[src/rtl/pdm_diff_driver_if.sv]
// Control and pulse-density output bundle for pdm_diff_driver.
// The master drives enable/load/code; the slave returns ack, the vp/vn pair and status.
interface pdm_diff_driver_if #(
  parameter int WIDTH = 8
);
  logic             ena;
  logic             load;
  logic [WIDTH-1:0] code_in;
  logic             load_ack;
  logic             vp_out;
  logic             vn_out;
  logic             tick;
  logic             active;

  modport master (
    output ena, load, code_in,
    input  load_ack, vp_out, vn_out, tick, active
  );

  modport slave (
    input  ena, load, code_in,
    output load_ack, vp_out, vn_out, tick, active
  );
endinterface

[src/rtl/pdm_diff_driver.sv]
// First-order sigma-delta modulator producing a complementary pulse-density pair (vp/vn).
// Optional macro DEADTIME_EN inserts a one-cycle vp=vn=0 break whenever the output bit changes.
module pdm_diff_driver #(
  parameter int WIDTH = 8,
  parameter int DIV   = 4
) (
  input  logic               clk,
  input  logic               rst_n,
  pdm_diff_driver_if.slave   bus
);

  localparam int CW = (DIV > 1) ? $clog2(DIV) : 1;
  localparam logic [CW-1:0] DIV_LAST = CW'(DIV - 1);

`ifdef DEADTIME_EN
  // The break cycle must fit between two ticks.
  generate
    if (DIV < 2) begin : g_divCheck
      $error("pdm_diff_driver: DEADTIME_EN requires DIV >= 2");
    end
  endgenerate
`endif

  typedef enum logic {IDLE, RUN} state_t;

  state_t           r_state;
  state_t           w_nextState;
  logic [WIDTH-1:0] r_code;
  logic [WIDTH-1:0] r_acc;
  logic [CW-1:0]    r_divCnt;
  logic             r_vp;
  logic             r_vn;
  logic             r_tick;
  logic             r_loadAck;
  logic             r_active;

  logic [WIDTH-1:0] w_codeNext;
  logic [WIDTH-1:0] w_accNext;
  logic [CW-1:0]    w_divNext;
  logic             w_vpNext;
  logic             w_vnNext;
  logic             w_tickNext;
  logic             w_ackNext;
  logic             w_activeNext;
  logic [WIDTH:0]   w_sum;
  logic             w_bit;
  logic             w_tickCycle;

`ifdef DEADTIME_EN
  logic             r_pend;
  logic             r_pendBit;
  logic             w_pendNext;
  logic             w_pendBitNext;
`endif

  assign w_sum       = {1'b0, r_acc} + {1'b0, r_code};
  assign w_bit       = w_sum[WIDTH];
  assign w_tickCycle = (r_divCnt == DIV_LAST);

  always_ff @(posedge clk or negedge rst_n) begin
    if (!rst_n) r_state <= IDLE;
    else        r_state <= w_nextState;
  end

  always_comb begin
    w_nextState = r_state;
    case (r_state)
      IDLE:    if (bus.ena && bus.load) w_nextState = RUN;
      RUN:     if (!bus.ena)            w_nextState = IDLE;
      default: w_nextState = IDLE;
    endcase
  end

  // Next values of every registered output and the modulator datapath.
  always_comb begin
    w_codeNext    = r_code;
    w_accNext     = r_acc;
    w_divNext     = r_divCnt;
    w_vpNext      = r_vp;
    w_vnNext      = r_vn;
    w_tickNext    = 1'b0;
    w_ackNext     = 1'b0;
    w_activeNext  = 1'b0;
`ifdef DEADTIME_EN
    w_pendNext    = 1'b0;
    w_pendBitNext = r_pendBit;
`endif
    case (r_state)
      IDLE: begin
        w_accNext = '0;
        w_divNext = '0;
        w_vpNext  = 1'b0;
        w_vnNext  = 1'b0;
        if (bus.ena && bus.load) begin
          w_codeNext   = bus.code_in;
          w_ackNext    = 1'b1;
          w_activeNext = 1'b1;
        end
      end
      RUN: begin
        if (!bus.ena) begin
          w_accNext = '0;
          w_divNext = '0;
          w_vpNext  = 1'b0;
          w_vnNext  = 1'b0;
        end else begin
          w_activeNext = 1'b1;
          if (bus.load) begin
            w_codeNext = bus.code_in;
            w_ackNext  = 1'b1;
          end
          w_divNext = w_tickCycle ? '0 : r_divCnt + CW'(1);
          // The tick sum uses r_code, so a load in the same cycle only affects later ticks.
          if (w_tickCycle) begin
            w_accNext = w_sum[WIDTH-1:0];
`ifdef DEADTIME_EN
            if (w_bit != r_vp) begin
              w_vpNext      = 1'b0;
              w_vnNext      = 1'b0;
              w_pendNext    = 1'b1;
              w_pendBitNext = w_bit;
            end else begin
              w_vpNext   = w_bit;
              w_vnNext   = ~w_bit;
              w_tickNext = 1'b1;
            end
`else
            w_vpNext   = w_bit;
            w_vnNext   = ~w_bit;
            w_tickNext = 1'b1;
`endif
          end
`ifdef DEADTIME_EN
          else if (r_pend) begin
            w_vpNext   = r_pendBit;
            w_vnNext   = ~r_pendBit;
            w_tickNext = 1'b1;
          end
`endif
        end
      end
      default: ;
    endcase
  end

  always_ff @(posedge clk or negedge rst_n) begin
    if (!rst_n) begin
      r_code    <= '0;
      r_acc     <= '0;
      r_divCnt  <= '0;
      r_vp      <= 1'b0;
      r_vn      <= 1'b0;
      r_tick    <= 1'b0;
      r_loadAck <= 1'b0;
      r_active  <= 1'b0;
`ifdef DEADTIME_EN
      r_pend    <= 1'b0;
      r_pendBit <= 1'b0;
`endif
    end else begin
      r_code    <= w_codeNext;
      r_acc     <= w_accNext;
      r_divCnt  <= w_divNext;
      r_vp      <= w_vpNext;
      r_vn      <= w_vnNext;
      r_tick    <= w_tickNext;
      r_loadAck <= w_ackNext;
      r_active  <= w_activeNext;
`ifdef DEADTIME_EN
      r_pend    <= w_pendNext;
      r_pendBit <= w_pendBitNext;
`endif
    end
  end

  assign bus.vp_out   = r_vp;
  assign bus.vn_out   = r_vn;
  assign bus.tick     = r_tick;
  assign bus.load_ack = r_loadAck;
  assign bus.active   = r_active;

endmodule

[src/flat_wrapper.sv]
// flat-port wrapper written by rule: the top's interface ports become plain ports
module pdm_diff_driver_flat 
#(
  parameter int WIDTH = 8,
  parameter int DIV   = 4
)
  (clk, rst_n, bus_ena, bus_load, bus_code_in, bus_load_ack, bus_vp_out, bus_vn_out, bus_tick, bus_active);
  pdm_diff_driver_if #(.WIDTH(WIDTH)) bus_i ();
  input  logic clk;
  input  logic rst_n;
  input wire logic [$bits(bus_i.ena)-1:0] bus_ena;
  input wire logic [$bits(bus_i.load)-1:0] bus_load;
  input wire logic [$bits(bus_i.code_in)-1:0] bus_code_in;
  output wire logic [$bits(bus_i.load_ack)-1:0] bus_load_ack;
  output wire logic [$bits(bus_i.vp_out)-1:0] bus_vp_out;
  output wire logic [$bits(bus_i.vn_out)-1:0] bus_vn_out;
  output wire logic [$bits(bus_i.tick)-1:0] bus_tick;
  output wire logic [$bits(bus_i.active)-1:0] bus_active;
  assign bus_i.ena = bus_ena;
  assign bus_i.load = bus_load;
  assign bus_i.code_in = bus_code_in;
  assign bus_load_ack = bus_i.load_ack;
  assign bus_vp_out = bus_i.vp_out;
  assign bus_vn_out = bus_i.vn_out;
  assign bus_tick = bus_i.tick;
  assign bus_active = bus_i.active;
  pdm_diff_driver #(.WIDTH(WIDTH), .DIV(DIV)) u_core (.clk(clk), .rst_n(rst_n), .bus(bus_i));
endmodule
[config.mk]
export PLATFORM = sky130hd
export DESIGN_NAME = pdm_diff_driver_flat
export DESIGN_NICKNAME = d
export VERILOG_FILES = /design/src/rtl/pdm_diff_driver_if.sv /design/src/rtl/pdm_diff_driver.sv /design/src/flat_wrapper.sv
export SDC_FILE = /design/constraint.sdc
export NUM_CORES = 1
export LEC_CHECK = 0
export CORE_MARGIN = 5
export CORE_UTILIZATION = 30
export CTS_BUF_LIST = sky130_fd_sc_hd__clkbuf_4 sky130_fd_sc_hd__clkbuf_8 sky130_fd_sc_hd__clkbuf_16
export CTS_CLUSTER_DIAMETER = 60
export CTS_CLUSTER_SIZE = 30
export DETAILED_ROUTE_END_ITERATION = 10
export GPL_TIMING_DRIVEN = 0
export HOLD_SLACK_MARGIN = 0.05
export SLEW_MARGIN = 40
export SYNTH_ARGS = -nofsm -noshare
export SYNTH_HDL_FRONTEND = slang
export SYNTH_SLANG_ARGS = --single-unit
[constraint.sdc]
create_clock -name clk -period 2.31 [get_ports clk]
set_clock_uncertainty 0.2 [all_clocks]
set_input_delay 0.693 -clock clk [delete_from_list [all_inputs] [get_ports clk]]
set_output_delay 0.693 -clock clk [all_outputs]
set_load 0.01 [all_outputs]
# Word level (Yosys, flattened, before mapping)
# Cells that the tools add are included.
# classes
bitwise_logic	2
n_eq_ne	5
reduce_logical	2
addsub	2
n_mux	25
# op_table
cell	count
$mux W8	5
$pmux W8 S2	2
$mux W1	11
$add A8 B8 Y9	1
$pmux W1 S2	4
$mux W2	2
$ne A2 B2 Y1 const B	2
$pmux W2 S2	1
$ne A3 B3 Y1 const B	1
$reduce_and A3 Y1	1
$add A2 B1 Y2 const B	1
$eq A2 B2 Y1 const B	1
$ne A2 B1 Y1 const B	1
$not A1 Y1	2
$logic_and A1 B1 Y1	1
# totals
wordCells	44
inputBits	12
output_inout_bits	5
register_bits	23

# Longest topological paths before layout
# depth
depth_word	5
ltp_mapped	6
ltp_nobuf	6

# Least setup slack after synthesis
# Ideal clock, no wire load.
# synth_path
kind	flip-flop to flip-flop
startpoint	reg u_core.r_acc[0]
endpoint	reg u_core.r_vn (netlist: u_core.bus.vn_out)
arrival_time_ns	1.778
path_buffers	0
t_required_ns	2.014
stages_incl_launch_ff	7
setup_time_ns	0.096
period_less_slack_ns	2.074
path_slack_ns	0.236
path_cell_list	dfrtp_1 ha_1 fa_1 a21o_1 a221oi_2 o21bai_2 a311oi_2
# synth_between
elab_chain_len	5
# synth_lines
element	line_no	rtl
start: declaration	pdm_diff_driver.sv:29	logic [WIDTH-1:0] r_acc;
start signal: assignment	pdm_diff_driver.sv:162	r_acc <= w_accNext;
$add A8 B8 Y9	pdm_diff_driver.sv:56	assign w_sum = {1'b0, r_acc} + {1'b0, r_code};
$not A1 Y1	pdm_diff_driver.sv:129	w_vnNext = ~w_bit;
$mux W1	pdm_diff_driver.sv:114	if (w_tickCycle) begin
$mux W1	pdm_diff_driver.sv:101	if (!bus.ena) begin
$pmux W1 S2	pdm_diff_driver.sv:88	case (r_state)
end signal: assignment	pdm_diff_driver.sv:165	r_vn <= w_vnNext;
end: declaration	pdm_diff_driver.sv:32	logic r_vn;
# No other way between the ends. The select of a mux whose other input is x is not followed.
# A chain may end at the register's enable or synchronous reset.

# Final worst setup path
# Ends and elaborated chain as after synthesis.

==> results.cfg <==
[clock_network]
cts_buffer_depth = 2
cts_buffers = 3
clk_latency_ns = 0.26
cts_max_level = 1
cts_root_buf = clkbuf_8
cts.clk_slew.worst_paths_ns = 0.08
cts_tree = yes
clock-sinks = 23
hold_buffers = 0

[worst_setup_path]
worstSetupPathType = reg2reg
arrival_ns = 2.16
slowest_delay_ns = 0.41
path_cells = ha_1, fa_1, a21o_1, a221oi_4, o21bai_2, a311oi_2
start_kind = register
worst_setup_path_end_kind = register
slowest_stage = fa_1
required_ns = 2.28
critPathMaxFanout = 3

[final_layout]
final_layout_size_suffix_gt1_share_pct = 14.8
final_common_cell = dfrtp_1
fin_nets = 151
area_growth_syn_to_layout_pct = 22.8
antenna_cells = 0
mostFrequentLayoutCells = dfrtp_1 (23), clkdlybuf4s50_1 (15), ha_1 (9)
fin_cells = 178

[yosys]
yosys.area_share.adder_pct = 10.9
synth_ff_type = dfrtp_1
avgSynthCellArea_sq_um = 11.3
synth-xor-area-share_pct = 2.16
yosys_warnings = 0
netlist_area_sq_um = 1220
synth_edf_count = 0
synth_top_family_by_area = compound AO/OA/AOI/OAI gates
syn_nets = 130
ys_ff_latch = 23
yosysUniqueCellTypes = 36
synth.area.mux_share_pct = 9.04
ys_seq_area_share_pct = 47.3
synth_compound_area_share_pct = 16.2
synth_cells = 108
async_reset_ff_share_pct = 100
synthSimpleGateAreaFrac_pct = 12.2

[sta]
finalSetupViolations = 0
relSlewSlack_pct = 65.0
drv_slew = 0
finalCritPeriodShare_pct = 94.8
rsz0062_at_grt = false
period_needed_ns = 2.19
hold_viol_final = 0
finalSetupTns_ns = 0
tightestPinTransition_ns = 0.525
max_freq_mhz = 457

[pwr]
p_leak_nw = 0.652
p_per_area_nw_per_um2 = 551
peakVddDrop_mv = 0.280

[global_routing]
grt_usage_pct = 10.0
overflow = 0
antenna_found_initial = 0
grt_first_pass_wirelength_um = 4200
grt_start_max_net_pins = 24
grt_pass1_vias = 924

[drt]
vias = 895
wl_um = 2380
firstDrtPassIters = 4
vias_per_cell = 5.03
drt_iter0_drc = 16
wl_per_cell_um = 13.4
antenna_left = 0
drc = 0

[hold_path]
hold_path.class = in2async

[die]
io_pins = 17
die_x_um = 73.7
die_h_um = 73.7
num_rows = 23
floorplan.initialDensity_pct = 30.7
die-area_sq_um = 5430
core-area_sq_um = 3970

[status]
status = complete, no violations

[place]
hpwl_um = 1760
port_buffers = 16
gp_congestion = 0.890
dp.cells = 174

[job]
cap_violations = 0
routing by layer:
layer,up-vias,global-route usage (%),part of all wire [%]
met4,0,4.23,1.7
met3,4,1.92,3.5
li1,443,-,-
met2,14,16.3,50
met1,434,12.9,45
met5,-,0,0
sequential cells by signal, summed over array words and instances (netlist names):
name / count
u_core.r_acc: 8
u_core.bus.active: 1
u_core.bus.vp_out: 1
u_core.bus.load_ack: 1
u_core.bus.vn_out: 1
u_core.r_divCnt: 2
u_core.r_code: 8
u_core.bus.tick: 1
cell families after synthesis:
logic type | Yosys count
xor gates and xnor gates | 3
buffers and inverters | 7
AOI/OAI and AO/OA | 27
adders and majority gates | 10
DFF | 23
and+or+nand+nor | 28
muxes | 10
area by class of cell:
cell class	instances	area, sq um
flip-flops and latches	23	576
multi-input cells	78	627
clock buffers	4	48.8
well taps	50	62.6
repair buffers	16	155
inverters	5	18.8
plain buffers	2	7.51
fillers	414	2480
cells in the mapped netlist (2+ instances only):
library cell / count / area share (%)
nand3_1: 4 / 1.6
nor2_1: 3 / 0.92
ha_1: 9 / 9.2
and2_1: 2 / 1.0
nand4b_1: 2 / 1.4
mux2i_1: 2 / 1.6
mux2_2: 8 / 7.4
a21oi_1: 7 / 2.9
nand2_1: 7 / 2.2
dfrtp_1: 23 / 47
and3_1: 3 / 1.5
nand4_1: 2 / 1.0
clkbuf_1: 2 / 0.62
xnor2_1: 2 / 1.4
inv_1: 5 / 1.5
o21ai_0: 4 / 1.6
nor3_1: 2 / 0.82
a31oi_1: 2 / 1.0
a21o_1: 2 / 1.2
stage by stage:
step / instance area (sq um) / util (%) / hold slack (ns) / total power, W / worst slack (ns)
final: 1500 / 37.6 / 0.194 / 0.000824 / 0.120
after detailed placement: 1440 / 36.1 / 0.244 / 0.000571 / -0.0317
after global routing: 1500 / 37.6 / 0.236 / 0.000874 / 0.00298
after global placement: 1440 / 36.3 / 0.232 / 0.000568 / -0.0311
after floorplan: 1220 / - / 0.197 / 0.000521 / 0.236
after CTS: 1480 / 37.4 / 0.207 / 0.000834 / 0.0827
power by group:
| part | internal (W) | switching, W |
|---|---|---|
| sequential | 0.000426 | 0.0000145 |
| clock | 0.000135 | 0.000127 |
| combinational | 0.0000612 | 0.0000605 |
worst paths after layout:
| check | from | depth (start not counted) | slack, ns | to |
|---|---|---|---|---|
| max in group asynchronous | rst_n | 1 | 1.36 | u_core.r_acc[0] |
| min in group clk | u_core.r_divCnt[0] | 1 | 0.25 | u_core.r_divCnt[0] |
| worst min-delay path | rst_n | 1 | 0.19 | u_core.bus.vp_out |
| worst max-delay path | u_core.r_acc[0] | 6 | 0.12 | u_core.bus.vn_out |
| worst min register to register | u_core.r_divCnt[0] | 1 | 0.25 | u_core.r_divCnt[0] |
| worst max register to register | u_core.r_acc[0] | 6 | 0.12 | u_core.bus.vn_out |
critical path: cells and delay by family, from the launching register on:
family / cells / cell delay, ns
adders and majority gates: 2 / 0.66
DFF: 1 / 0.39
AOI/OAI and AO/OA: 4 / 0.86
repair_timing:
item / CTS / global route
gates resized for setup: 0 / 1
endpoints found under the setup margin: 0 / 2
setup buffers: 0 / 0
Note: power is estimated with default switching activity, not from simulation.
